$ cat config.mk
export PLATFORM = sky130hd
export DESIGN_NAME = imem_loader
export DESIGN_NICKNAME = d
export VERILOG_FILES = /design/src/rtl/imem_pkg.sv /design/src/rtl/imem_loader_byte_to_word_asm.sv /design/src/rtl/imem_loader.sv
export SDC_FILE = /design/constraint.sdc
export NUM_CORES = 1
export LEC_CHECK = 0
export ABC_CLOCK_PERIOD_IN_PS = 5530
export BUFFER_PORTS_ARGS = -buffer_cell sky130_fd_sc_hd__buf_2
export CAP_MARGIN = 25
export CORE_MARGIN = 8
export CORE_UTILIZATION = 55
export CTS_BUF_LIST = sky130_fd_sc_hd__clkbuf_8 sky130_fd_sc_hd__clkbuf_16
export DETAILED_ROUTE_END_ITERATION = 7
export MAX_ROUTING_LAYER = met4
export PLACE_DENSITY = 0.78
export SYNTH_ARGS = -nofsm -noshare
export SYNTH_HDL_FRONTEND = slang
export SYNTH_SLANG_ARGS = --single-unit
$ cat constraint.sdc
create_clock -name clk -period 5.53 [get_ports clk]
set_input_delay 0.2765 -clock clk [delete_from_list [all_inputs] [get_ports clk]]
set_output_delay 0.2765 -clock clk [all_outputs]
set_load 0.05 [all_outputs]
$ cat src/rtl/imem_pkg.sv
// Shared instruction-memory constants and the boot loader state encoding.
// The instruction memory and the loader both import these.
package imem_pkg;

    typedef enum logic [2:0] {
        IDLE,
        LEN_LO,
        LEN_HI,
        DATA,
        CSUM,
        ERR
    } loader_state_t;

    localparam logic [31:0] IMEM_BASE_ADDR   = 32'h8000_0000;
    localparam logic [31:0] IMEM_WORD_OFFSET = 32'h2000_0000;
    localparam int          IMEM_DEPTH       = 255;
    localparam logic [7:0]  LOADER_SYNC      = 8'hA5;

endpackage

$ cat src/rtl/imem_loader_byte_to_word_asm.sv
// Little-endian byte-to-word assembler: byte k of a word lands in bits [8k+7:8k].
// word is valid combinationally in the cycle the 4th byte is presented.
module byte_to_word_asm (
    input  logic        clk,
    input  logic        rst,
    input  logic        clr,
    input  logic        in_valid,
    input  logic [7:0]  in_byte,
    output logic [31:0] word,
    output logic        word_valid
);

    logic [1:0]  idx_reg;
    logic [31:0] shift_reg;

    // The incoming byte is merged into its lane so the full word is ready
    // on the same cycle as the final byte.
    generate
        for (genvar gi = 0; gi < 4; gi++) begin : g_lane
            assign word[8*gi +: 8] = (idx_reg == 2'(gi)) ? in_byte : shift_reg[8*gi +: 8];
        end
    endgenerate

    assign word_valid = in_valid && (idx_reg == 2'd3);

    always_ff @(posedge clk or posedge rst) begin
        if (rst) begin
            idx_reg   <= 2'd0;
            shift_reg <= 32'd0;
        end else if (clr) begin
            idx_reg   <= 2'd0;
        end else if (in_valid) begin
            idx_reg   <= idx_reg + 2'd1;
            shift_reg <= word;
        end
    end

endmodule

$ cat src/rtl/imem_loader.sv
// Boot loader: parses framed byte stream, writes 32-bit words into the
// instruction memory and holds the core while a program is being loaded.
import imem_pkg::*;

module imem_loader #(
    parameter int          width     = 32,
    parameter int          depth     = IMEM_DEPTH,
    parameter logic [31:0] BASE_ADDR = IMEM_BASE_ADDR,
    parameter logic [7:0]  SYNC_BYTE = LOADER_SYNC
) (
    input  logic             clk,
    input  logic             rst,
    input  logic [7:0]       rx_data,
    input  logic             rx_valid,
    output logic             rx_ready,
    output logic             wr_en,
    output logic [width-1:0] wr_addr,
    output logic [width-1:0] wr_data,
    output logic             cpu_hold,
    output logic             load_done,
    output logic             load_err,
    output logic [7:0]       words_loaded
);

    loader_state_t    state_reg, state_next;
    logic [7:0]       len_lo_reg, len_lo_next;
    logic [15:0]      len_reg, len_next;
    logic [7:0]       checksum_reg, checksum_next;
    logic [7:0]       words_reg, words_next;
    logic             wr_en_reg, wr_en_next;
    logic [width-1:0] wr_addr_reg, wr_addr_next;
    logic [width-1:0] wr_data_reg, wr_data_next;
    logic             cpu_hold_reg, cpu_hold_next;
    logic             load_done_reg, load_done_next;
    logic             load_err_reg, load_err_next;

    logic        accept;
    logic        is_sync;
    logic [15:0] frame_len;
    logic [31:0] asm_word;
    logic        asm_word_valid;

    // Stalling input during the write cycle keeps at most one word in flight.
    assign rx_ready  = (state_reg != ERR) && !wr_en_reg;
    assign accept    = rx_valid && rx_ready;
    assign is_sync   = accept && (state_reg == IDLE) && (rx_data == SYNC_BYTE);
    assign frame_len = {rx_data, len_lo_reg};

    byte_to_word_asm u_asm (
        .clk        (clk),
        .rst        (rst),
        .clr        (is_sync),
        .in_valid   (accept && (state_reg == DATA)),
        .in_byte    (rx_data),
        .word       (asm_word),
        .word_valid (asm_word_valid)
    );

    always_comb begin
        state_next     = state_reg;
        len_lo_next    = len_lo_reg;
        len_next       = len_reg;
        checksum_next  = checksum_reg;
        words_next     = words_reg;
        wr_en_next     = 1'b0;
        wr_addr_next   = wr_addr_reg;
        wr_data_next   = wr_data_reg;
        cpu_hold_next  = cpu_hold_reg;
        load_done_next = 1'b0;
        load_err_next  = load_err_reg;

        case (state_reg)
            IDLE: begin
                if (is_sync) begin
                    state_next    = LEN_LO;
                    load_err_next = 1'b0;
                    words_next    = 8'd0;
                    checksum_next = 8'd0;
                    cpu_hold_next = 1'b1;
                end
            end
            LEN_LO: begin
                if (accept) begin
                    len_lo_next = rx_data;
                    state_next  = LEN_HI;
                end
            end
            LEN_HI: begin
                if (accept) begin
                    len_next = frame_len;
                    if (frame_len == 16'd0 || frame_len > 16'(depth)) begin
                        state_next    = ERR;
                        load_err_next = 1'b1;
                        cpu_hold_next = 1'b0;
                    end else begin
                        state_next = DATA;
                    end
                end
            end
            DATA: begin
                if (accept) begin
                    checksum_next = checksum_reg ^ rx_data;
                    if (asm_word_valid) begin
                        wr_en_next   = 1'b1;
                        wr_data_next = width'(asm_word);
                        wr_addr_next = BASE_ADDR + width'({words_reg, 2'b00});
                        words_next   = words_reg + 8'd1;
                        if ({8'd0, words_reg} + 16'd1 == len_reg)
                            state_next = CSUM;
                    end
                end
            end
            CSUM: begin
                if (accept) begin
                    cpu_hold_next = 1'b0;
                    if (rx_data == checksum_reg) begin
                        load_done_next = 1'b1;
                        state_next     = IDLE;
                    end else begin
                        load_err_next = 1'b1;
                        state_next    = ERR;
                    end
                end
            end
            ERR: begin
                state_next = IDLE;
            end
            default: begin
                state_next = IDLE;
            end
        endcase
    end

    always_ff @(posedge clk or posedge rst) begin
        if (rst) begin
            state_reg     <= IDLE;
            len_lo_reg    <= 8'd0;
            len_reg       <= 16'd0;
            checksum_reg  <= 8'd0;
            words_reg     <= 8'd0;
            wr_en_reg     <= 1'b0;
            wr_addr_reg   <= width'(BASE_ADDR);
            wr_data_reg   <= '0;
            cpu_hold_reg  <= 1'b0;
            load_done_reg <= 1'b0;
            load_err_reg  <= 1'b0;
        end else begin
            state_reg     <= state_next;
            len_lo_reg    <= len_lo_next;
            len_reg       <= len_next;
            checksum_reg  <= checksum_next;
            words_reg     <= words_next;
            wr_en_reg     <= wr_en_next;
            wr_addr_reg   <= wr_addr_next;
            wr_data_reg   <= wr_data_next;
            cpu_hold_reg  <= cpu_hold_next;
            load_done_reg <= load_done_next;
            load_err_reg  <= load_err_next;
        end
    end

    assign wr_en        = wr_en_reg;
    assign wr_addr      = wr_addr_reg;
    assign wr_data      = wr_data_reg;
    assign cpu_hold     = cpu_hold_reg;
    assign load_done    = load_done_reg;
    assign load_err     = load_err_reg;
    assign words_loaded = words_reg;

endmodule

-- Yosys cells after proc, flatten, opt, wreduce, memory -nomap -nowiden
Cells that the tools add are included.
Widths: inputs -> output; s select.
- output and inout bits: 77
- register bits: 145
- word-level logic and storage cells: 102
- input port bits: 11
- mux-type cells: 39
- $lt $le $gt $ge: 1
- reductions and logical operators: 23
- eq/ne operators: 20
- bitwise gates (word level): 2
- $add $sub $neg: 4
- operators with widths (operator ; count):
    $mux 8 ; 8
    $add 32x10->32 const A ; 1
    $pmux 8 s2 ; 2
    $mux 3 ; 9
    $eq 9x16->1 ; 1
    $gt 16x8->1 const B ; 1
    $logic_not 16->1 ; 1
    $ne 2x2->1 const B ; 8
    $mux 1 ; 15
    $pmux 3 s5 ; 1
    $add 8x1->9 const B ; 1
    $add 8x1->8 const B ; 1
    $eq 8x8->1 ; 1
    $eq 8x8->1 const B ; 1
    $xor 8x8->8 ; 1
    $reduce_and 7->1 ; 1
    $eq 3x2->1 const B ; 2
    $logic_and 1x1->1 ; 6
    $pmux 1 s3 ; 2
    $reduce_and 2->1 ; 3
    $reduce_and 3->1 ; 2
    $reduce_and 6->1 ; 1
    $reduce_and 5->1 ; 1
    $eq 2x2->1 const B ; 2
    15 further kinds ; 17

-- Longest topological paths before layout
- depth after elaboration: 8
- gate-level depth with buffers: 9
- gate-level depth less buffers: 7

-- By module
Synthesis repeated with hierarchy kept, for this count alone.
- cell total of the unflattened synthesis: 543
- area total of the unflattened synthesis: 5880.6 µm²
- modules (own cells, without submodules) (module ; times used ; area an instance (µm²) ; cells an instance):
    imem_loader ; 1 ; 4093.9 ; 424
    byte_to_word_asm ; 1 ; 1786.7 ; 119

-- Least setup slack after synthesis
OpenSTA, ideal clock, no wires.
- path type: register to register
- start: reg words_reg[0] (netlist: words_loaded[0])
- end: reg state_reg[0]
- data required time: 5.392 ns
- data arrival time: 2.444 ns
- period minus slack after synthesis: 2.582 ns
- slack: 2.948 ns
- cell stages (with the launch flop): 8
- cell sequence: dfrtp_1 > ha_1 > and3_1 > nand3_1 > xnor2_1 > or4_1 > o41ai_4 > o221ai_1
- longest elaborated chain between the ends: 4
- RTL lines (element ; RTL line ; RTL):
    start, declared ; imem_loader.sv:29 ; logic [7:0] words_reg, words_next;
    start signal, assigned ; imem_loader.sv:152 ; words_reg <= words_next;
    $add 8x1->9 ; imem_loader.sv:108 ; if ({8'd0, words_reg} + 16'd1 == len_reg)
    $eq 9x16->1 ; imem_loader.sv:108 ;
    $ne 2x1->1 (no line) ; -- ;
    $reduce_and 7->1 (no line) ; -- ;
    end signal, assigned ; imem_loader.sv:148 ; state_reg <= state_next;
    end, declared ; imem_loader.sv:25 ; loader_state_t state_reg, state_next;
No other way between the ends.
A chain may end at the register's enable or synchronous reset.

-- Worst setup path after layout
- start: reg state_reg[0]
- end: reg state_reg[0]
- longest elaborated chain between the ends: 7
- RTL lines (element ; RTL line ; RTL):
    $ne 3x3->1 ; imem_loader.sv:44 ; assign rx_ready = (state_reg != ERR) && !wr_en_reg;
    $logic_and 1x1->1 ; imem_loader.sv:44 ;
    $logic_and 1x1->1 ; imem_loader.sv:45 ; assign accept = rx_valid && rx_ready;
    $logic_and 1x1->1, on equally long branches ; imem_loader.sv:53, imem_loader.sv:46 ;
    $logic_and 1x1->1, on equally long branches ; imem_loader_byte_to_word_asm.sv:24, imem_loader.sv:46 ;
    $ne 2x2->1 (no line) ; -- ;
    $reduce_and 7->1 (no line) ; -- ;
Several ways; a longest one is shown, not always the timed one.

==> flow_metrics.tcl <==
set metrics [dict create \
    status "complete, no violations" \
    cp_data_arrival_time_ns 3.87 \
    synthFlopType "dfrtp_1" \
    io_buffers 63 \
    peakVddDrop_mv 0.428 \
    io_pins 88 \
    swShare_pct 36.7 \
    finalWirelength_mm 12.0 \
    power.density_mw_per_mm2 606 \
    synth_area_sq_mm 0.00536 \
    h-tree-depth 4 \
    slew_headroom_pct 46.5 \
    die_w_um 115 \
    synth.top_cell.area_share_pct 52.7 \
    ctsResizeCount 0 \
    area_delta_synth_final_pct 16.6 \
    core-area_sq_mm 0.00964 \
    n_fill_cell 752 \
    setup_ws_ns 2.02 \
    antenna_left 0 \
    cts_tree "built" \
    yosysWarnings 0 \
    cp-end-kind "flop" \
    synth_edf_count 0 \
    antenna_found_initial 0 \
    grt_pass1_vias 3848 \
    clk_pin_slew_ns 0.05 \
    critical_path_class "flop to flop" \
    postSynthCellCount 504 \
    synth_common_cells "dfrtp_1, nand2_1, o21ai_0" \
    num_antenna_cells 0 \
    whs_ns 0.157 \
    maxSlewViolCount 0 \
    timing.final.crit_share_pct 63.4 \
    setup_violations 0 \
    die_area_sq_mm 0.0132 \
    rsz0062_at_grt "no" \
    yosys.cell_count.top_type "dfrtp_1" \
    wire_per_inst_um 17.1 \
    via_count 3809 \
    synth_area_leaders "dfrtp_1, mux2_2, nand2_1, o21ai_0, mux2i_1" \
    synthArstFlopShare_pct 100 \
    grt_pass1_wl_mm 19.4 \
    clkPwrFrac_pct 30.1 \
    worst_clock_skew_ns 0.00499 \
    place_ws_ns 2.04 \
    avgViaCountPerCell 5.43 \
    final_hold_viol_count 0 \
    fmax_mhz 285 \
    die_h_um 115 \
    synth_cell_types 48 \
    switchingPower_mw 1.39 \
    combinationalPowerShare_pct 33.8 \
    drcViolationCount 0 \
    clk_latency_ns 0.51 \
    drive_gt1_share_pct 26.7 \
    avgSynthCellArea_sq_um 10.6 \
    cellLeakagePower_nw 3.05 \
    place_hpwl_mm 7.69 \
    cts_buffers 17 \
    internal_power_mw 2.40 \
    clockBufferDepth 2 \
    start_kind "flop" \
    ys_seq_area_share_pct 52.7 \
    finalNetCount 573 \
    required_ns 5.90 \
    clock-sinks 113 \
    drt_iter0_drc 242 \
    period_needed_ns 3.51 \
    start_util_pct 55.6 \
    grt_max_degree 66 \
    cap_violations 0 \
    grt_usage_pct 19.6 \
    crit_fanout 41 \
    largest_reg_flops 32 \
    grt_overflow 0 \
    worstHoldPathType "input pin to flop" \
    synth_top_area_cell "dfrtp_1" \
    fin_tns_setup_ns 0 \
    worst_pin_slew_ns 0.803 \
    pwr-share-seq_pct 36.1 \
    num_rows 36 \
    first_pass_iters 4 \
    place_congestion 0.890 \
    power_mw 3.79 \
    ys_ff_latch 113 \
    cts-root-buf "clkbuf_8" \
]
## final timing paths
path                         startpoint  slack, ns  cells after the start            to
max                        state_reg[0]       2.02                      7  state_reg[0]
min                          rx_data[6]       0.16                      3   wr_data[30]
max reg2reg                state_reg[0]       2.02                      7  state_reg[0]
min reg2reg                  wr_addr[9]       0.46                      2    wr_addr[9]
max in group asynchronous           rst       3.89                      4   wr_data[17]
min in group asynchronous           rst       0.39                      3    wr_addr[2]
## critical path, stage by stage (launching register included)
cell      delay (ns)
dfrtp_1         0.59
nand3b_1        0.23
nor2_2          0.52
nand2_2         0.51
buf_4           0.42
or4_1           0.62
o41ai_4         0.30
o221ai_1        0.15
## kinds of logic after synthesis
family | synth area share [%]
simple gates | 13.5
flops | 52.7
mux | 14.7
compound gates | 7.65
buf+inv | 6.77
xor+xnor | 3.27
fa+ha+maj | 1.17
other cells | 0.140
## layout make-up
type | count | area (sq um) | area share [%]
inverter | 6 | 25.0 | 0.400
clock inverter | 13 | 195 | 3.12
tap | 133 | 166 | 2.66
timing repair buffer | 67 | 352 | 5.62
sequential | 113 | 2830 | 45.2
clock buffer | 18 | 428 | 6.85
multi-input combinational | 352 | 2260 | 36.1
## what timing repair did
item / in CTS / in global routing
hold endpoints to repair: 48 / 0
hold buffers: 1 / 0
setup buffers: 0 / 0
## layer usage
metal	share of wire (%)	wire length [um]	vias to the layer above	global-route usage (%)
met5	0	0	-	-
met4	1.8	217	0	7.88
met3	5.8	696	21	4.31
met2	49	5950	133	31.3
met1	43	5170	1883	23.7
li1	-	-	1772	-
## through the flow
stage | instance area (sq um) | util [%] | std cells
after floorplan | 5450 | - | 526
after global placement | 5610 | 58.2 | 669
after detailed placement | 5620 | 58.3 | 670
after CTS | 6250 | 64.8 | 702
after global routing | 6250 | 64.8 | 702
final | 6250 | 64.8 | 702
## power by group through the flow
stage                     combinational (mW)  clock, mW  sequential (mW)
after floorplan                        0.751          0             1.62
after global placement                  1.23          0             1.35
after detailed placement                1.27          0             1.37
after CTS                               1.29       1.15             1.36
after global routing                    1.38       1.19             1.41
final                                   1.28       1.14             1.37
## placed cells by master, fill, tap and decap left out, types with 5 or more instances in the layout
master	instances
ha_1	5
mux2_2	48
xnor2_1	15
nand3_1	10
dfrtp_1	113
nand4_1	5
buf_2	63
nand2_1	105
inv_1	8
clkbuf_16	16
conb_1	24
mux2i_1	25
nor2_1	8
xor2_1	5
o21ai_0	54
bufinv_16	5
(Power assumes the default switching activity.)
